### src/rtl/memory_arbiter_if.sv
// Bus bundle between two requesters, the shared memory port and the arbiter.
// slave  : arbiter view (takes requests, drives grants, responses and memory side)
// master : environment view (requesters plus memory model)
interface memory_arbiter_if;
  logic        req0_enable,     req1_enable;
  logic        req0_command,    req1_command;
  logic [31:0] req0_address,    req1_address;
  logic [31:0] req0_write_data, req1_write_data;
  logic [1:0]  req0_store_type, req1_store_type;
  logic        req0_ready,      req1_ready;
  logic        req0_valid,      req1_valid;
  logic        req0_error,      req1_error;
  logic [31:0] req0_read_data,  req1_read_data;

  logic        memory_ready;
  logic        memory_valid;
  logic [31:0] memory_read_data;
  logic        memory_enable;
  logic        memory_command;
  logic [31:0] memory_address;
  logic [31:0] memory_write_data;
  logic [1:0]  memory_store_type;

  logic        busy;
  logic        owner;

  modport slave (
    input  req0_enable, req1_enable, req0_command, req1_command,
           req0_address, req1_address, req0_write_data, req1_write_data,
           req0_store_type, req1_store_type,
           memory_ready, memory_valid, memory_read_data,
    output req0_ready, req1_ready, req0_valid, req1_valid,
           req0_error, req1_error, req0_read_data, req1_read_data,
           memory_enable, memory_command, memory_address,
           memory_write_data, memory_store_type, busy, owner
  );

  modport master (
    output req0_enable, req1_enable, req0_command, req1_command,
           req0_address, req1_address, req0_write_data, req1_write_data,
           req0_store_type, req1_store_type,
           memory_ready, memory_valid, memory_read_data,
    input  req0_ready, req1_ready, req0_valid, req1_valid,
           req0_error, req1_error, req0_read_data, req1_read_data,
           memory_enable, memory_command, memory_address,
           memory_write_data, memory_store_type, busy, owner
  );
endinterface

### src/rtl/memory_arbiter.sv
// Two-port arbiter in front of a single-outstanding memory port.
// One transaction in flight at most; BUSY waits for memory_valid up to
// TIMEOUT_CYCLES, then pulses the owner's error and returns to IDLE.
// Optional build macro MEMORY_ARBITER_ROUND_ROBIN_EN: contested grants
// alternate between ports; without it port 0 always wins a contest.
module memory_arbiter #(
  parameter int TIMEOUT_CYCLES = 255
) (
  input  logic             clk,
  input  logic             reset_n,
  memory_arbiter_if.slave  bus
);

  typedef enum logic {S_IDLE = 1'b0, S_BUSY = 1'b1} state_t;

  // Counter value seen in the last BUSY cycle allowed to wait.
  localparam logic [7:0] LP_LAST_WAIT = 8'(TIMEOUT_CYCLES - 1);

  state_t      r_state;
  state_t      w_state_nxt;
  logic        r_owner;
  logic [7:0]  r_count;
  logic        w_grant;
  logic        w_rdy0;
  logic        w_rdy1;
  logic        w_accept;

`ifdef MEMORY_ARBITER_ROUND_ROBIN_EN
  logic        r_last_grant;

  // Contest goes to the port that did not win the previous acceptance.
  always_comb begin
    if (bus.req0_enable && bus.req1_enable) w_grant = ~r_last_grant;
    else                                    w_grant = bus.req1_enable;
  end

  // Remember the winner of every acceptance; reset makes port 0 win first.
  always_ff @(posedge clk or negedge reset_n) begin
    if (!reset_n)      r_last_grant <= 1'b1;
    else if (w_accept) r_last_grant <= w_grant;
  end
`else
  // Fixed priority: port 1 is granted only when port 0 is not asking.
  always_comb begin
    w_grant = bus.req1_enable & ~bus.req0_enable;
  end
`endif

  // State register.
  always_ff @(posedge clk or negedge reset_n) begin
    if (!reset_n) r_state <= S_IDLE;
    else          r_state <= w_state_nxt;
  end

  // Owner latch and wait counter; counter restarts on every acceptance.
  always_ff @(posedge clk or negedge reset_n) begin
    if (!reset_n) begin
      r_owner <= 1'b0;
      r_count <= 8'd0;
    end else if (w_accept) begin
      r_owner <= w_grant;
      r_count <= 8'd0;
    end else if (r_state == S_BUSY && !bus.memory_valid) begin
      r_count <= r_count + 8'd1;
    end
  end

  // Next state, grant handshake, memory request and per-port responses.
  // Everything is forced low while reset_n is asserted.
  always_comb begin
    w_state_nxt           = r_state;
    w_rdy0                = 1'b0;
    w_rdy1                = 1'b0;
    w_accept              = 1'b0;
    bus.memory_enable     = 1'b0;
    bus.memory_command    = 1'b0;
    bus.memory_address    = 32'd0;
    bus.memory_write_data = 32'd0;
    bus.memory_store_type = 2'd0;
    bus.req0_valid        = 1'b0;
    bus.req1_valid        = 1'b0;
    bus.req0_error        = 1'b0;
    bus.req1_error        = 1'b0;
    bus.busy              = 1'b0;
    if (reset_n) begin
      case (r_state)
        S_IDLE: begin
          w_rdy0   = bus.memory_ready & ~w_grant;
          w_rdy1   = bus.memory_ready &  w_grant;
          w_accept = (w_rdy0 & bus.req0_enable) | (w_rdy1 & bus.req1_enable);
          if (w_accept) begin
            bus.memory_enable     = 1'b1;
            bus.memory_command    = w_grant ? bus.req1_command    : bus.req0_command;
            bus.memory_address    = w_grant ? bus.req1_address    : bus.req0_address;
            bus.memory_write_data = w_grant ? bus.req1_write_data : bus.req0_write_data;
            bus.memory_store_type = w_grant ? bus.req1_store_type : bus.req0_store_type;
            // Zero-wait completion stays in IDLE.
            if (bus.memory_valid) begin
              bus.req0_valid = ~w_grant;
              bus.req1_valid =  w_grant;
            end else begin
              w_state_nxt = S_BUSY;
            end
          end
        end
        S_BUSY: begin
          bus.busy = 1'b1;
          // A response arriving on the timeout cycle still counts as success.
          if (bus.memory_valid) begin
            bus.req0_valid = ~r_owner;
            bus.req1_valid =  r_owner;
            w_state_nxt    = S_IDLE;
          end else if (r_count == LP_LAST_WAIT) begin
            bus.req0_error = ~r_owner;
            bus.req1_error =  r_owner;
            w_state_nxt    = S_IDLE;
          end
        end
        default: w_state_nxt = S_IDLE;
      endcase
    end
    bus.req0_ready = w_rdy0;
    bus.req1_ready = w_rdy1;
  end

  assign bus.req0_read_data = bus.memory_read_data;
  assign bus.req1_read_data = bus.memory_read_data;
  assign bus.owner          = r_owner;

endmodule
### src/flat_wrapper.sv
// flat-port wrapper written by rule: the top's interface ports become plain ports
module memory_arbiter_flat 
#(
  parameter int TIMEOUT_CYCLES = 255
)
  (clk, reset_n, bus_req0_enable, bus_req1_enable, bus_req0_command, bus_req1_command, bus_req0_address, bus_req1_address, bus_req0_write_data, bus_req1_write_data, bus_req0_store_type, bus_req1_store_type, bus_memory_ready, bus_memory_valid, bus_memory_read_data, bus_req0_ready, bus_req1_ready, bus_req0_valid, bus_req1_valid, bus_req0_error, bus_req1_error, bus_req0_read_data, bus_req1_read_data, bus_memory_enable, bus_memory_command, bus_memory_address, bus_memory_write_data, bus_memory_store_type, bus_busy, bus_owner);
  memory_arbiter_if bus_i ();
  input  logic clk;
  input  logic reset_n;
  input wire logic [$bits(bus_i.req0_enable)-1:0] bus_req0_enable;
  input wire logic [$bits(bus_i.req1_enable)-1:0] bus_req1_enable;
  input wire logic [$bits(bus_i.req0_command)-1:0] bus_req0_command;
  input wire logic [$bits(bus_i.req1_command)-1:0] bus_req1_command;
  input wire logic [$bits(bus_i.req0_address)-1:0] bus_req0_address;
  input wire logic [$bits(bus_i.req1_address)-1:0] bus_req1_address;
  input wire logic [$bits(bus_i.req0_write_data)-1:0] bus_req0_write_data;
  input wire logic [$bits(bus_i.req1_write_data)-1:0] bus_req1_write_data;
  input wire logic [$bits(bus_i.req0_store_type)-1:0] bus_req0_store_type;
  input wire logic [$bits(bus_i.req1_store_type)-1:0] bus_req1_store_type;
  input wire logic [$bits(bus_i.memory_ready)-1:0] bus_memory_ready;
  input wire logic [$bits(bus_i.memory_valid)-1:0] bus_memory_valid;
  input wire logic [$bits(bus_i.memory_read_data)-1:0] bus_memory_read_data;
  output wire logic [$bits(bus_i.req0_ready)-1:0] bus_req0_ready;
  output wire logic [$bits(bus_i.req1_ready)-1:0] bus_req1_ready;
  output wire logic [$bits(bus_i.req0_valid)-1:0] bus_req0_valid;
  output wire logic [$bits(bus_i.req1_valid)-1:0] bus_req1_valid;
  output wire logic [$bits(bus_i.req0_error)-1:0] bus_req0_error;
  output wire logic [$bits(bus_i.req1_error)-1:0] bus_req1_error;
  output wire logic [$bits(bus_i.req0_read_data)-1:0] bus_req0_read_data;
  output wire logic [$bits(bus_i.req1_read_data)-1:0] bus_req1_read_data;
  output wire logic [$bits(bus_i.memory_enable)-1:0] bus_memory_enable;
  output wire logic [$bits(bus_i.memory_command)-1:0] bus_memory_command;
  output wire logic [$bits(bus_i.memory_address)-1:0] bus_memory_address;
  output wire logic [$bits(bus_i.memory_write_data)-1:0] bus_memory_write_data;
  output wire logic [$bits(bus_i.memory_store_type)-1:0] bus_memory_store_type;
  output wire logic [$bits(bus_i.busy)-1:0] bus_busy;
  output wire logic [$bits(bus_i.owner)-1:0] bus_owner;
  assign bus_i.req0_enable = bus_req0_enable;
  assign bus_i.req1_enable = bus_req1_enable;
  assign bus_i.req0_command = bus_req0_command;
  assign bus_i.req1_command = bus_req1_command;
  assign bus_i.req0_address = bus_req0_address;
  assign bus_i.req1_address = bus_req1_address;
  assign bus_i.req0_write_data = bus_req0_write_data;
  assign bus_i.req1_write_data = bus_req1_write_data;
  assign bus_i.req0_store_type = bus_req0_store_type;
  assign bus_i.req1_store_type = bus_req1_store_type;
  assign bus_i.memory_ready = bus_memory_ready;
  assign bus_i.memory_valid = bus_memory_valid;
  assign bus_i.memory_read_data = bus_memory_read_data;
  assign bus_req0_ready = bus_i.req0_ready;
  assign bus_req1_ready = bus_i.req1_ready;
  assign bus_req0_valid = bus_i.req0_valid;
  assign bus_req1_valid = bus_i.req1_valid;
  assign bus_req0_error = bus_i.req0_error;
  assign bus_req1_error = bus_i.req1_error;
  assign bus_req0_read_data = bus_i.req0_read_data;
  assign bus_req1_read_data = bus_i.req1_read_data;
  assign bus_memory_enable = bus_i.memory_enable;
  assign bus_memory_command = bus_i.memory_command;
  assign bus_memory_address = bus_i.memory_address;
  assign bus_memory_write_data = bus_i.memory_write_data;
  assign bus_memory_store_type = bus_i.memory_store_type;
  assign bus_busy = bus_i.busy;
  assign bus_owner = bus_i.owner;
  memory_arbiter #(.TIMEOUT_CYCLES(TIMEOUT_CYCLES)) u_core (.clk(clk), .reset_n(reset_n), .bus(bus_i));
endmodule
### config.mk
export PLATFORM = sky130hd
export DESIGN_NAME = memory_arbiter_flat
export DESIGN_NICKNAME = d
export VERILOG_FILES = /design/src/rtl/memory_arbiter_if.sv /design/src/rtl/memory_arbiter.sv /design/src/flat_wrapper.sv
export SDC_FILE = /design/constraint.sdc
export NUM_CORES = 1
export LEC_CHECK = 0
export BUFFER_PORTS_ARGS = -buffer_cell sky130_fd_sc_hd__buf_2
export CAP_MARGIN = 30
export CORE_AREA = 2 2 122 124
export CTS_BUF_LIST = sky130_fd_sc_hd__clkbuf_8
export CTS_CLUSTER_SIZE = 10
export DETAILED_ROUTE_END_ITERATION = 7
export DIE_AREA = 0 0 124 126
export PLACE_DENSITY_LB_ADDON = 0.3
export SYNTH_ARGS = -nofsm -noshare
export SYNTH_HDL_FRONTEND = slang
export SYNTH_SLANG_ARGS = --single-unit
### constraint.sdc
create_clock -name clk -period 1.8 [get_ports clk]
set_input_delay 0.18 -clock clk [delete_from_list [all_inputs] [get_ports clk]]
set_output_delay 0.18 -clock clk [all_outputs]
set_load 0.02 [all_outputs]
After elaboration in Yosys (flattened, before gate mapping)
Index checks and enable logic that the tools add are counted.
- bits in registers: 10
- output and inout bits: 140
- logic and storage cells: 70
- $add $sub $neg: 1
- equality and inequality tests: 1
- multiplexer cells: 52
- bitwise gates (word level): 10
- reduce and logical (&&, ||, !) cells: 3
- operators with widths (kind ; count):
    $mux 32 ; 8
    $mux 1 ; 35
    $mux 8 ; 2
    $add 8x1->8 const B ; 1
    $eq 8x8->1 const B ; 1
    $mux 2 ; 4
    $pmux 1 s2 ; 3
    $and 1x1->1 ; 5
    $not 1->1 ; 4
    $reduce_bool 2->1 ; 1
    $logic_and 1x1->1 ; 1
    $logic_not 1->1 ; 1
    $or 1x1->1 ; 1

Logic depth before layout (Yosys ltp)
- depth in word-level cells: 9
- depth in mapped cells: 6
- mapped depth without buffers: 5

Worst setup path after synthesis
Ideal clock, no wire load.
- kind: register to output
- start point: reg u_core.r_state
- end point: out bus_memory_address[10]
- arrival time: 1.362 ns
- slack: 0.258 ns
- cell stages (with the launch flop): 6
- path through: dfrtp_1 -> and3b_1 -> o21ai_2 -> buf_2 -> buf_2 -> a21oi_1
- word-level cells in the longest chain between the ends: 2
- ends and longest elaborated chain (item ; RTL line ; source):
    start, declared ; memory_arbiter.sv:19 ; state_t r_state;
    start signal, assigned ; memory_arbiter.sv:52 ; else r_state <= w_state_nxt;
    $mux 32 ; memory_arbiter.sv:86 ; case (r_state)
    $mux 32 ; memory_arbiter.sv:85 ; if (reset_n) begin
    end, declared ; flat_wrapper.sv:33 ; output wire logic [$bits(bus_i.memory_address)-1:0] bus_memory_address;
No other way between the ends.

Worst setup path after layout
- start point: reg u_core.r_state
- end point: out bus_memory_address[18]
Same word-level chain as after synthesis.

==> flow_summary.yaml <==
status:
  outcome: "completed"
setup_path:
  critPathCaptureType: "output port"
  cp-start-kind: "register"
  reg2reg_slack_ns: 0.29
  worstPathRequired_ns: 1.62
  rr_worst_depth: 6
  worst-path-max-fanout: 35
  crit_type: "register to output port"
  reg2reg_from: "u_core.r_state"
  arrival_ns: 1.59
  r2r_end: "u_core.r_count[1]"
run:
  cap_violations: 0
die:
  core-area_um2: 14300
  die_height_um: 126
  die_w_um: 124
  die_area_um2: 15600
  initial_core_util_pct: 14.5
  io_pins: 312
  num_rows: 44
clocking:
  cts-buffers-inserted: 3
  path_clk_slew_ns: 0.05
  clock_path_buffers: 2
  tritoncts: "yes"
  clock_latency_ns: 0.23
  cts_sinks: 10
  cts-htree-levels: 1
  clockRootBuffer: "clkbuf_8"
hold_path:
  holdCritStartpoint: "bus_req0_enable"
  hold_path_depth: 2
  hp-class: "input pin to register"
  min_to: "u_core.bus.owner"
yosys:
  synth_seq_cells: 10
  synth-compound-area-share_pct: 21.1
  synth-seq-area-share_pct: 12.0
  synth-xor-area-share_pct: 0.842
  synth_top_family_by_area: "simple AND/OR/NAND/NOR gates"
  synthFlopType: "dfrtp_1"
  synth_enable_flop_cells: 0
  async_flop_share_pct: 100
  yosys.cell_types.count: 34
  synth_adder_area_share_pct: 1.20
  synthMuxAreaShare_pct: 1.02
  synth_warnings: 0
  synth_nets: 533
  syn-cell-area_um2: 2080
  avgSynthCellArea_um2: 5.80
  postSynthCellCount: 359
  yosys.area_share.simple_pct: 33.7
timing:
  finalHoldViolCount: 0
  setup_viol: 0
  rsz0062_at_grt: "yes"
  fmax_ghz: 0.564
  period_needed_ns: 1.77
  relSlewSlack_pct: 75.1
  whs_ns: 0.278
  max_slew.worst_pin.slew_ns: 0.374
  slew_violations: 0
  skew_ns: 0.00159
  fin_crit_sh_pct: 98.5
global_routing:
  grt_antenna_before_repair: 1
  grt_pass1_wl_mm: 13.2
  first_global_vias: 2515
  grt_max_degree: 54
  overflow: 0
  grt_use_total_pct: 10.9
layout:
  register_area_um2: 250
  layout-drive-gt1-share_pct: 48.1
  final_area_um2: 2970
  multi_input_area_um2: 1240
  area_growth_pct: 42.7
  layout_common_cells: "buf_2, nand2_1, a21oi_1"
  final_common_cell: "buf_2"
  fin_nets: 677
  fill_cells: 1700
  finalNonFillerCells: 686
detailed_routing:
  vias: 2740
  drc: 0
  first_pass_iters: 4
  drt_iter0_markers: 100
  routedWlPerCell_um: 13.8
  via_per_inst: 3.99
  ant_nets: 0
  wl_mm: 9.46
place:
  hpwl_mm: 7.65
  place_area_um2: 2890
  dp_cells: 680
  port_buffers: 215
  gp_congestion: 0.766
pwr:
  pwr-share-comb_pct: 54.5
  p_leak_nw: 1.71
  internal-power_w: 0.000696
  swShare_pct: 42.7
  vdd_drop_max_uv: 261
  power_density_nw_per_um2: 409
  clkPwrFrac_pct: 18.8
  fin_total_pwr_w: 0.00121
  p_switching_w: 0.000519
  seqPwrFrac_pct: 26.6
-- layout make-up --
class | count | share of cell area (%)
flip-flops and latches | 10 | 8.43
repair buffers | 227 | 40.2
multi-input cells | 257 | 41.6
inverters | 4 | 0.506
well taps | 184 | 7.75
diodes | 1 | 0.0843
clock buffers | 3 | 1.39
-- worst max-delay path: stages (launching register included) --
cell     delay (ns)
dfrtp_1        0.36
and3b_1        0.29
o21ai_4        0.07
buf_4          0.24
a21oi_1        0.18
buf_2          0.19
-- synth_stat cells, types with 2 or more instances --
master	count	area, um^2
nand3_1	2	10.0
inv_1	4	15.0
buf_4	70	526
nor2b_1	3	18.8
nor3_1	2	10.0
ha_1	2	25.0
nor2_1	8	30.0
nand2_1	140	526
o31ai_1	2	15.0
clkbuf_1	4	15.0
a21oi_1	72	360
nand3b_1	3	22.5
buf_2	14	70.1
dfrtp_1	10	250
o21ai_0	4	20.0
-- per-stage QoR --
step / utilization [%] / setup TNS, ns / setup slack (ns)
after floorplan: - / 0 / 0.258
after global placement: 20.2 / 0 / 0.186
after detailed placement: 20.2 / 0 / 0.198
after CTS: 20.6 / 0 / 0.00395
after global routing: 20.7 / -2.37 / -0.0720
final: 20.7 / 0 / 0.0275
-- registers in the layout (all words and copies together), names as in the netlist --
signal            cells
u_core.bus.owner      1
u_core.r_state        1
u_core.r_count        8
-- power groups by stage --
stage / combinational (W) / clock, W / sequential (W)
CTS: 0.000668 / 0.000240 / 0.000322
global placement: 0.000668 / 0 / 0.000324
finish: 0.000662 / 0.000229 / 0.000323
global route: 0.000748 / 0.000257 / 0.000329
detailed placement: 0.000660 / 0 / 0.000325
floorplan: 0.000564 / 0 / 0.000318
-- cells by family (layout without fill, tap and decap cells) --
family | after synthesis | in the layout
buf+inv | 92 | 234
flops | 10 | 10
xor+xnor | 2 | 2
fa+ha+maj | 2 | 2
other cells | 0 | 1
simple gates | 168 | 168
mux | 2 | 2
compound gates | 83 | 83
-- what timing repair did --
item | CTS | global route
endpoints found under the setup margin | 2 | 69
resized for setup | 2 | 1
pin swaps | 0 | 0
hold buffers | 1 | 0
setup buffers | 0 | 1
endpoints found under the hold margin | 10 | 0
-- worst max path at each step --
stage                                    end              start  slack [ns]
CTS                           bus_req0_error  u_core.r_count[0]       0.004
global placement      bus_memory_address[12]     u_core.r_state        0.19
global route        bus_memory_write_data[2]     u_core.r_state       -0.07
detailed placement    bus_memory_address[12]     u_core.r_state        0.20
finish                bus_memory_address[18]     u_core.r_state        0.03
floorplan             bus_memory_address[10]     u_core.r_state        0.26
-- metal layers --
layer	vias up	share of wire, %	global-route usage [%]
met2	182	49	19.5
met3	8	9.9	2.72
met5	-	0	0
met4	0	1.2	2.38
li1	1387	-	-
met1	1163	40	13.0
Note: power is estimated with default switching activity, not from simulation.
